### src/rtl/subshift_stage.sv
// AES SubBytes + ShiftRows round stage: substitutes SBOX_LANES bytes per cycle, then
// presents ShiftRows(SubBytes(state)) on a registered valid/ready output.
module subshift_stage #(
    parameter int unsigned SBOX_LANES = 4
) (
    input  logic         clk_i,
    input  logic         rst_ni,
    input  logic         flush_i,
    input  logic         in_valid_i,
    output logic         in_ready_o,
    input  logic [127:0] state_i,
    output logic         out_valid_o,
    input  logic         out_ready_i,
    output logic [127:0] state_o,
    output logic         busy_o
);

    localparam int unsigned N     = 16 / SBOX_LANES;
    localparam int unsigned CNT_W = (N > 1) ? $clog2(N) : 1;

    typedef enum logic [1:0] {IDLE, SUB, HOLD} state_e;

    state_e             state_q, state_d;
    logic [CNT_W-1:0]   cnt_q, cnt_d;
    logic [127:0]       work_q, work_d;
    logic [127:0]       out_q, out_d;

    logic [7:0]         bytes_c   [16];
    logic [7:0]         sub_bytes [16];
    logic [3:0]         lane_idx  [SBOX_LANES];
    logic [7:0]         lane_out  [SBOX_LANES];
    logic [127:0]       sub_c;
    logic [127:0]       shift_c;

    function automatic logic [7:0] gf_mul(input logic [7:0] a, input logic [7:0] b);
        logic [7:0] p;
        logic [7:0] x;
        p = 8'h00;
        x = a;
        for (int i = 0; i < 8; i++) begin
            if (b[i]) p = p ^ x;
            x = {x[6:0], 1'b0} ^ (x[7] ? 8'h1b : 8'h00);
        end
        return p;
    endfunction

    // Forward S-box: a^254 is the field inverse (0 maps to 0), followed by the affine map.
    function automatic logic [7:0] sbox(input logic [7:0] a);
        logic [7:0] sq;
        logic [7:0] r;
        sq = a;
        r  = 8'h01;
        for (int i = 1; i < 8; i++) begin
            sq = gf_mul(sq, sq);
            r  = gf_mul(r, sq);
        end
        return r ^ {r[6:0], r[7]} ^ {r[5:0], r[7:6]} ^ {r[4:0], r[7:5]} ^ {r[3:0], r[7:4]}
                 ^ 8'h63;
    endfunction

    for (genvar j = 0; j < SBOX_LANES; j++) begin : g_lane
        assign lane_idx[j] = 4'(32'(cnt_q) * SBOX_LANES + j);
        assign lane_out[j] = sbox(bytes_c[lane_idx[j]]);
    end

    // Byte k = s[k%4][k/4]; ShiftRows output s'[r][c] = s[r][(c+r)%4].
    for (genvar k = 0; k < 16; k++) begin : g_byte
        assign bytes_c[k]               = work_q[127-8*k -: 8];
        assign sub_bytes[k]             = (CNT_W'(k / SBOX_LANES) == cnt_q)
                                          ? lane_out[k % SBOX_LANES] : bytes_c[k];
        assign sub_c[127-8*k -: 8]      = sub_bytes[k];
        assign shift_c[127-8*k -: 8]    = sub_bytes[4*(((k/4) + (k%4)) % 4) + (k%4)];
    end

    always_ff @(posedge clk_i or negedge rst_ni) begin
        if (!rst_ni) begin
            state_q <= IDLE;
            cnt_q   <= '0;
            work_q  <= '0;
            out_q   <= '0;
        end else begin
            state_q <= state_d;
            cnt_q   <= cnt_d;
            work_q  <= work_d;
            out_q   <= out_d;
        end
    end

    // Flush outranks both the input accept and the output handshake.
    always_comb begin
        state_d = state_q;
        cnt_d   = cnt_q;
        work_d  = work_q;
        out_d   = out_q;
        if (flush_i) begin
            state_d = IDLE;
            cnt_d   = '0;
        end else begin
            unique case (state_q)
                IDLE: begin
                    if (in_valid_i) begin
                        work_d  = state_i;
                        cnt_d   = '0;
                        state_d = SUB;
                    end
                end
                SUB: begin
                    work_d = sub_c;
                    if (cnt_q == CNT_W'(N - 1)) begin
                        out_d   = shift_c;
                        cnt_d   = '0;
                        state_d = HOLD;
                    end else begin
                        cnt_d = cnt_q + CNT_W'(1);
                    end
                end
                HOLD: begin
                    if (out_ready_i) state_d = IDLE;
                end
                default: state_d = IDLE;
            endcase
        end
    end

    assign in_ready_o  = (state_q == IDLE);
    assign busy_o      = (state_q != IDLE);
    assign out_valid_o = (state_q == HOLD);
    assign state_o     = out_q;

endmodule

### config.mk
export PLATFORM = sky130hd
export DESIGN_NAME = subshift_stage
export DESIGN_NICKNAME = d
export VERILOG_FILES = /design/src/rtl/subshift_stage.sv
export SDC_FILE = /design/constraint.sdc
export NUM_CORES = 2
export LEC_CHECK = 0
export CORE_MARGIN = 3
export CORE_UTILIZATION = 45
export CTS_CLUSTER_DIAMETER = 120
export DETAILED_ROUTE_END_ITERATION = 16
export PLACE_DENSITY = 0.76
export SETUP_SLACK_MARGIN = 0.15
export SLEW_MARGIN = 20
export SYNTH_ARGS = -nofsm -noshare
export SYNTH_HDL_FRONTEND = slang
export SYNTH_SLANG_ARGS = --single-unit
### constraint.sdc
create_clock -name clk_i -period 15.6 [get_ports clk_i]
set_input_delay 3.12 -clock clk_i [delete_from_list [all_inputs] [get_ports clk_i]]
set_output_delay 3.12 -clock clk_i [all_outputs]
set_load 0.005 [all_outputs]
==> results.json <==
{
  "status": "finished clean",
  "drc_errors": 0,
  "die_y_um": 400,
  "clk_latency_ns": 0.60,
  "drt-initial-drc-count": 8511,
  "cts.sinks": 260,
  "setup_viol": 0,
  "cp-end-kind": "flip-flop",
  "cts_root_buffer": "clkbuf_16",
  "numCtsBuffers": 27,
  "clock_path_buffers": 3,
  "cpPeakStageDelay_ns": 0.54,
  "portBuffers": 263,
  "seq_area_frac_synth_pct": 9.29,
  "fmax_mhz": 65.4,
  "drt_wl_total_um": 266000,
  "rsz0062_at_grt": "yes",
  "cp-start-kind": "flip-flop",
  "routabilityCongestion": 1.01,
  "hpwl_um": 192000,
  "synth_fp_nets": 9437,
  "synthCells": 9272,
  "ys.flop_type": "dfrtp_1",
  "finalMaxSlewViolations": 0,
  "htreeDepth": 1,
  "holdWs_ns": 0.476,
  "layout.cells.non_filler": 12187,
  "grt_pass1_wl_um": 397000,
  "yosysWarnings": 0,
  "placeableCoreArea_sq_mm": 0.154,
  "path_clk_slew_ns": 0.07,
  "synth.cell_area_sq_mm": 0.0700,
  "nNetsFinal": 10285,
  "crit_arrival_ns": 15.77,
  "crit_fanout": 20,
  "postRouteAntennaNets": 0,
  "fin_crit_ns": 15.29,
  "cp_common_cell": "buf_4",
  "worst_pin_slew_ns": 1.23,
  "start_util_pct": 45.4,
  "grt_pass1_vias": 68367,
  "synth-async-reset-ratio_pct": 100,
  "yosysTopAreaCellShare_pct": 19.0,
  "drive_gt1_share_pct": 22.9,
  "rrSetupSlack_ns": 0.31,
  "synth_top_cells_by_area": "xnor2_1, xnor3_1, dfrtp_1",
  "cp_slowest_cell": "mux4_2",
  "cap_violations": 0,
  "wl_met3_um": 30200,
  "top_layer": "met5",
  "synth-edff-count": 0,
  "met1Wirelength_um": 108000,
  "grt_max_degree": 113,
  "via_per_inst": 6.14,
  "track_usage_pct": 30.2,
  "timing.slew.headroom_pct": 17.8,
  "cts_tree": "done",
  "fin_skew_ns": 0.0251,
  "placed_cells": 11768,
  "die-width_um": 400,
  "hold_viol": 0,
  "final_cell_area_sq_mm": 0.0888,
  "synth_commonest_cells": "xnor2_1, nor2_1, nand2_1",
  "worst-setup-path-type": "flip-flop to flip-flop",
  "hold_class": "flip-flop to flip-flop",
  "yosysMostFrequentCell": "xnor2_1",
  "fin_util_pct": 57.5,
  "fin_crit_sh_pct": 98.0,
  "rows": 144,
  "yosysTopAreaCell": "xnor2_1",
  "routed-wl-met2_um": 119000,
  "required_ns": 16.07,
  "synthDistinctLibCells": 122,
  "post_dp_cell_area_sq_mm": 0.0803,
  "boundaryPins": 264,
  "num_vias": 74886,
  "flow.area_growth_from_synthesis_pct": 26.8,
  "synth-seq-cells": 260,
  "avgSynthCellArea_sq_um": 7.55,
  "antenna_found_initial": 6,
  "dr.pass1.iters": 9,
  "dieArea_sq_mm": 0.160,
  "gr-total-overflow": 0,
  "wire_per_inst_um": 21.8
}
## layout by cell type, fill, tap and decap left out, drive strengths merged, types with 260 or more instances in the layout
master	n
xnor2	1635
nor2	1213
buf	1212
nand2	1107
o21ai	537
a21oi	511
xor2	453
xnor3	316
nand3	278
clkdlybuf4s50	262
mux2i	262
dfrtp	260
## per-layer routing
metal | vias to the layer above | GRT usage (%)
met1 | 36034 | 42.0
met2 | 4180 | 47.6
met4 | 4 | 8.35
met3 | 602 | 6.20
li1 | 34066 | -
met5 | - | 0
## registers in the layout, indices dropped and copies added (netlist names)
name / count
bytes_c: 128
cnt_q: 2
state_o: 128
state_q: 2
## final timing paths
kind,from,to,cells after the start
max,cnt_q[0]$_DFFE_PN0P_,bytes_c[113]$_DFFE_PN0P_,66
min,state_o[101]$_DFFE_PN0P_,state_o[101]$_DFFE_PN0P_,2
max reg2reg,cnt_q[0]$_DFFE_PN0P_,bytes_c[113]$_DFFE_PN0P_,66
min reg2reg,state_o[101]$_DFFE_PN0P_,state_o[101]$_DFFE_PN0P_,2
max in group asynchronous,rst_ni,cnt_q[0]$_DFFE_PN0P_,3
min in group asynchronous,rst_ni,state_o[97]$_DFFE_PN0P_,1
## area by class of cell
class	count	area, sq um
Antenna cell	4	10.0
Clock inverter	12	171
Inverter	108	412
Tap cell	2044	2560
Timing Repair Buffer	1480	12600
Fill cell	13455	65600
Multi-Input combinational cell	8243	65800
Sequential cell	260	6510
Clock buffer	36	749
## worst max-delay path: cells and delay by family, from the launching register on
kind	cells	cell delay [ns]
compound gates	17	4.01
xor+xnor	14	3.19
simple gates	13	2.71
buf+inv	15	2.44
mux	6	1.92
flops	1	0.52
fa+ha+maj	1	0.33
## cell families after synthesis
logic type / count (synthesis) / share of synthesized area, %
AND/OR/NAND/NOR: 3336 / 20.9
AO/OA/AOI/OAI: 2074 / 19.2
XOR/XNOR: 2451 / 39.7
multiplexers: 345 / 5.65
buffers and inverters: 772 / 4.68
flip-flops: 260 / 9.29
adder cells (fa/ha/maj): 34 / 0.600
## what timing repair did
| item | 4_1_cts | 5_1_grt |
|---|---|---|
| cloned | 0 | 9 |
| hold buffers | 0 | 0 |
| hold endpoints to repair | 0 | 0 |
| pin swaps | 28 | 352 |
| resized for setup | 97 | 695 |
| setup endpoints to repair | 256 | 256 |
| setup buffers | 28 | 330 |
## through the flow
step / setup slack [ns] / setup TNS [ns]
final: 0.305 / 0
after global routing: -0.300 / -13.98
after CTS: 0.126 / 0
after floorplan: 0.0958 / 0
after global placement: -0.390 / -13.68
after detailed placement: -0.533 / -41.13
Power is not shown: default switching activity piles up to over one toggle a cycle in this logic, so the estimate is an artifact.
